===== src/rtl/clock_monitor_if.sv =====
// Signal bundle between the slow-clock source and the clock monitor:
// the monitored clock going in, tick/period/lock/loss status coming out.
interface clock_monitor_if #(
    parameter int WIDTH = 16
);
    logic             clk_in;
    logic             tick;
    logic [WIDTH-1:0] period;
    logic             locked;
    logic             lost;

    // Side that owns the slow clock and consumes the status.
    modport master (
        output clk_in,
        input  tick,
        input  period,
        input  locked,
        input  lost
    );

    // The monitor itself.
    modport slave (
        input  clk_in,
        output tick,
        output period,
        output locked,
        output lost
    );
endinterface


===== src/rtl/clock_monitor.sv =====
// Clock monitor: synchronises an asynchronous slow clock into the system
// clock domain, emits a one-cycle tick per rising edge, measures the period
// between rises and tracks lock/loss of that clock against a nominal period.
module clock_monitor #(
    parameter int NOMINAL     = 100,
    parameter int TOLERANCE   = 2,
    parameter int LOCK_COUNT  = 4,
    parameter int SYNC_STAGES = 2,
    parameter int WIDTH       = 16
) (
    input  logic           clock,
    input  logic           reset,
    clock_monitor_if.slave mon
);

    localparam int GOOD_W = $clog2(LOCK_COUNT + 1);

    localparam logic [WIDTH-1:0]  TIMEOUT_V = WIDTH'(2 * NOMINAL);
    localparam logic [WIDTH-1:0]  WIN_LO    = WIDTH'(NOMINAL - TOLERANCE);
    localparam logic [WIDTH-1:0]  WIN_HI    = WIDTH'(NOMINAL + TOLERANCE);
    localparam logic [GOOD_W-1:0] LOCK_V    = GOOD_W'(LOCK_COUNT);

    typedef enum logic [1:0] {
        S_IDLE    = 2'd0,
        S_ACQUIRE = 2'd1,
        S_LOCKED  = 2'd2,
        S_LOST    = 2'd3
    } state_t;

    state_t                  state, state_d;
    logic [GOOD_W-1:0]       good, good_d;
    logic [SYNC_STAGES-1:0]  sync;
    logic                    prev;
    logic [WIDTH-1:0]        cnt;
    logic [WIDTH-1:0]        meas;
    logic [WIDTH-1:0]        period_q;
    logic                    tick_q;
    logic                    sync_last;
    logic                    rise;
    logic                    in_win;
    logic                    timeout;
    logic                    period_valid;

    assign sync_last = sync[SYNC_STAGES-1];
    assign rise      = sync_last & ~prev;
    assign meas      = cnt + 1'b1;
    assign in_win    = (meas >= WIN_LO) && (meas <= WIN_HI);
    assign timeout   = !rise && (meas == TIMEOUT_V);

    // A rise out of IDLE or LOST has no trustworthy previous edge, so its
    // measurement is not published.
    assign period_valid = (state == S_ACQUIRE) || (state == S_LOCKED);

    // Synchroniser chain and previous-level register; reset high so a clock
    // already high at reset release is not mistaken for a rising edge.
    always_ff @(posedge clock) begin
        if (reset) begin
            sync <= '1;
            prev <= 1'b1;
        end else begin
            sync <= {sync[SYNC_STAGES-2:0], mon.clk_in};
            prev <= sync_last;
        end
    end

    // Cycles since the last rise, held at the timeout value once reached.
    always_ff @(posedge clock) begin
        if (reset) begin
            cnt <= '0;
        end else if (rise) begin
            cnt <= '0;
        end else if (cnt != TIMEOUT_V) begin
            cnt <= cnt + 1'b1;
        end
    end

    // Tick pulse and published period, both registered from the rise.
    always_ff @(posedge clock) begin
        if (reset) begin
            tick_q   <= 1'b0;
            period_q <= '0;
        end else begin
            tick_q <= rise;
            if (rise && period_valid) begin
                period_q <= meas;
            end
        end
    end

    // Lock-tracking state and good-period counter.
    always_ff @(posedge clock) begin
        if (reset) begin
            state <= S_IDLE;
            good  <= '0;
        end else begin
            state <= state_d;
            good  <= good_d;
        end
    end

    // Next-state logic; a rise always takes priority over a timeout.
    always_comb begin
        state_d = state;
        good_d  = good;
        case (state)
            S_IDLE: begin
                if (rise) begin
                    state_d = S_ACQUIRE;
                    good_d  = '0;
                end else if (timeout) begin
                    state_d = S_LOST;
                end
            end
            S_ACQUIRE: begin
                if (rise) begin
                    if (in_win) begin
                        good_d = good + 1'b1;
                        if (good + 1'b1 == LOCK_V) begin
                            state_d = S_LOCKED;
                        end
                    end else begin
                        good_d = '0;
                    end
                end else if (timeout) begin
                    state_d = S_LOST;
                    good_d  = '0;
                end
            end
            S_LOCKED: begin
                if (rise && !in_win) begin
                    state_d = S_ACQUIRE;
                    good_d  = '0;
                end else if (timeout) begin
                    state_d = S_LOST;
                    good_d  = '0;
                end
            end
            S_LOST: begin
                if (rise) begin
                    state_d = S_ACQUIRE;
                    good_d  = '0;
                end
            end
            default: begin
                state_d = S_IDLE;
                good_d  = '0;
            end
        endcase
    end

    assign mon.tick   = tick_q;
    assign mon.period = period_q;
    assign mon.locked = (state == S_LOCKED);
    assign mon.lost   = (state == S_LOST);

endmodule

===== src/flat_wrapper.sv =====
// flat-port wrapper written by rule: the top's interface ports become plain ports
module clock_monitor_flat 
#(
    parameter int NOMINAL     = 100,
    parameter int TOLERANCE   = 2,
    parameter int LOCK_COUNT  = 4,
    parameter int SYNC_STAGES = 2,
    parameter int WIDTH       = 16
)
  (clock, reset, mon_clk_in, mon_tick, mon_period, mon_locked, mon_lost);
  clock_monitor_if #(.WIDTH(WIDTH)) mon_i ();
  input  logic clock;
  input  logic reset;
  input wire logic [$bits(mon_i.clk_in)-1:0] mon_clk_in;
  output wire logic [$bits(mon_i.tick)-1:0] mon_tick;
  output wire logic [$bits(mon_i.period)-1:0] mon_period;
  output wire logic [$bits(mon_i.locked)-1:0] mon_locked;
  output wire logic [$bits(mon_i.lost)-1:0] mon_lost;
  assign mon_i.clk_in = mon_clk_in;
  assign mon_tick = mon_i.tick;
  assign mon_period = mon_i.period;
  assign mon_locked = mon_i.locked;
  assign mon_lost = mon_i.lost;
  clock_monitor #(.NOMINAL(NOMINAL), .TOLERANCE(TOLERANCE), .LOCK_COUNT(LOCK_COUNT), .SYNC_STAGES(SYNC_STAGES), .WIDTH(WIDTH)) u_core (.clock(clock), .reset(reset), .mon(mon_i));
endmodule

===== config.mk =====
export PLATFORM = sky130hd
export DESIGN_NAME = clock_monitor_flat
export DESIGN_NICKNAME = d
export VERILOG_FILES = /design/src/rtl/clock_monitor_if.sv /design/src/rtl/clock_monitor.sv /design/src/flat_wrapper.sv
export SDC_FILE = /design/constraint.sdc
export NUM_CORES = 1
export LEC_CHECK = 0
export ABC_AREA = 1
export CAP_MARGIN = 20
export CORE_MARGIN = 8
export CORE_UTILIZATION = 35
export CTS_BUF_LIST = sky130_fd_sc_hd__clkbuf_8
export CTS_CLUSTER_DIAMETER = 100
export DETAILED_ROUTE_END_ITERATION = 10
export GPL_TIMING_DRIVEN = 0
export SYNTH_ARGS = -nofsm -noshare
export SYNTH_HDL_FRONTEND = slang
export SYNTH_SLANG_ARGS = --single-unit
export TNS_END_PERCENT = 50

===== constraint.sdc =====
create_clock -name clock -period 5.7 [get_ports clock]
set_input_delay 1.14 -clock clock [delete_from_list [all_inputs] [get_ports clock]]
set_output_delay 1.14 -clock clock [all_outputs]
set_load 0.005 [all_outputs]

==> reports/qor.yml <==
status:
  status: "finished, final reports clean"
cts:
  htree_levels: 2
  insertion_delay_ns: 0.29
  cts_resized: 0
  cts.reportedPaths.clkPinSlew_ns: 0.08
  clock-sinks: 41
  tritoncts: "yes"
  cts_hold_buf: 0
  post-cts-setup-buffer-count: 0
  cts-buffers-inserted: 5
  root_buffer: "clkbuf_8"
  clockBufferDepth: 2
timing:
  final.setup.tns_ns: 0
  grt_setup_unrepaired: "false"
  worstMarginPinSlew_ns: 0.511
  finalSetupViolCount: 0
  fin_ws_ns: 3.00
  drv_slew: 0
  finalHoldViolations: 0
  period_share_pct: 47.3
  max_freq_mhz: 371
  period_needed_ns: 2.70
  maxSlewHeadroom_pct: 65.9
  skew_ns: 0.00689
pwr:
  powerDensity_nw_per_um2: 223
  leakage_uw: 0.00119
  power_uw: 611
  peakVddDrop_mv: 0.137
hold_path:
  hold_depth: 1
  hold_class: "flip-flop to flip-flop"
  min-delay-start: "u_core.sync[0]"
  hold_end: "u_core.sync[1]"
setup_path:
  worst-r2r-setup-slack_ns: 3.36
  arrival_ns: 1.56
  slowest_stage: "clkdlybuf4s50_1"
  slowest_delay_ns: 0.53
  crit_type: "flip-flop to output pin"
  crit_chain: "inv_1 > ha_1 > clkdlybuf4s50_1"
  start_kind: "flip-flop"
  worst_r2r_path_depth: 14
  end_kind: "output pin"
  r2r_end: "u_core.good[1]"
  reg2reg_from: "u_core.cnt[0]"
  cp.required_ns: 4.56
  worst-path-max-fanout: 4
job:
  cap_violations: 0
placement:
  port_buffers: 21
  dpl_cell_area_um2: 2600
  pre_cts_ws_ns: 2.93
  dp_hpwl_mm: 4.17
  gp_congestion: 0.849
grt:
  met3_usage_pct: 2.35
  grt-busiest-layer: "met2"
  grt_pass1_vias: 2064
  grt.overflow.total: 0
  grt_pass1_wl_mm: 9.53
  gr-usage-met1_pct: 16.0
  antenna_found_initial: 0
  grt_max_degree: 14
  gr-usage-met2_pct: 17.9
  grt_util_all_layers_pct: 11.9
final_layout:
  fin_area_um2: 2740
  final_cell_mix: "75 x nand2_1, 56 x inv_1, 43 x nor2_1"
  nFillCells: 676
  area_growth_pct: 19.2
  layout_commonest_cell: "nand2_1"
  drive_above_1_share_pct: 9.19
  nets: 372
  diodes: 0
floorplanning:
  ioPinCount: 22
  dieArea_um2: 9410
  dieWidth_um: 97.0
  rows: 29
  start_util_pct: 36.2
  core_um2: 6350
  die_h_um: 97.0
synth:
  synth_area_um2: 2300
  synth_area_per_cell_um2: 6.96
  async_flop_share_pct: 0
  ys_seq_elements: 41
  synth_cell_type_count: 26
  synth-edff-count: 0
  synth_nets: 344
  syn_inst: 330
  ys_seq_area_share_pct: 35.7
  yosys_warnings: 0
  synthFlopType: "dfxtp_1"
detailed_routing:
  wl_per_cell_um: 12.3
  dr.first_iter.drc_count: 156
  drt_wl_total_mm: 5.37
  drtPass1Iterations: 4
  viasPerCell: 4.77
  antenna_left: 0
  vias: 2078
  drc: 0
-- critical path, delay by kind of cell (launching register included) --
kind / cells / cell delay, ns
buffers and inverters: 2 / 0.66
adders and majority gates: 1 / 0.25
DFF: 1 / 0.36
-- cell type report --
cell class	instances	area [µm²]	area share (%)
Multi-Input combinational cell	227	1240	45.4
Sequential cell	41	821	30.0
Clock inverter	3	65.1	2.38
Buffer	6	22.5	0.823
Inverter	56	210	7.68
Tap cell	77	96.3	3.52
Timing Repair Buffer	21	210	7.68
Clock buffer	5	68.8	2.51
-- synth_stat cells, types with 2 or more instances --
cell      number  share of area [%]
nor2_1        43                7.0
nor3_1         3               0.65
nor2_2         4                1.1
nor2_4         6                2.9
o21ai_1        3               0.65
nand2_4        4                2.0
or2_2          2               0.54
clkbuf_1       5               0.82
nand3_2        3                1.3
nand4_1       11                3.0
o21ai_0       12                2.6
dfxtp_1       41                 36
inv_1         56                9.2
nand2_1       75                 12
a21oi_1        8                1.7
nand2_2        3               0.82
nor4_1         2               0.54
ha_1          11                6.0
xor2_1         2               0.76
nand3_1       17                3.7
o211ai_1      14                4.6
-- registers in the layout, indices dropped and copies added, names as in the netlist --
signal             flops
u_core.mon.period     16
u_core.state           2
u_core.cnt            16
u_core.mon.tick        1
u_core.sync            2
u_core.good            3
u_core.prev            1
-- through the flow --
step	utilization (%)	hold slack, ns	instances
global route	43.1	0.437	436
finish	43.1	0.416	436
floorplan	-	0.389	330
CTS	43.1	0.419	436
detailed placement	41.0	0.398	428
global placement	41.0	0.394	428
-- worst max path at each step --
stage | from | to | slack, ns | cells after the start
2_1_floorplan | u_core.cnt[0] | u_core.good[1] | 3.76 | 14
3_3_place_gp | reset | u_core.cnt[11] | 2.93 | 5
3_5_place_dp | reset | u_core.cnt[11] | 2.93 | 5
4_1_cts | u_core.state[0] | mon_locked | 3.00 | 3
5_1_grt | u_core.state[0] | mon_locked | 2.92 | 3
6_report | u_core.state[0] | mon_locked | 3.00 | 3
-- cell families (layout without fill, tap and decap cells) --
| family | count (synthesis) | count (layout) | share of synthesized area, % |
|---|---|---|---|
| fa+ha+maj | 11 | 11 | 5.99 |
| xor+xnor | 2 | 2 | 0.763 |
| simple gates | 175 | 175 | 37.1 |
| compound gates | 39 | 39 | 10.3 |
| flops | 41 | 41 | 35.7 |
| buf+inv | 62 | 91 | 10.1 |
-- where the power goes --
| group | internal, µW | total (µW) | switching [µW] |
|---|---|---|---|
| Combinational | 12.8 | 36.0 | 23.1 |
| Sequential | 291 | 297 | 5.81 |
| Clock | 174 | 278 | 104 |
| Total | 478 | 611 | 133 |
-- per-layer routing --
layer	wire, µm	vias to the layer above
met5	0	-
met4	85	0
met3	184	6
met2	2240	32
met1	2860	939
li1	-	1101
(Power assumes the default switching activity.)
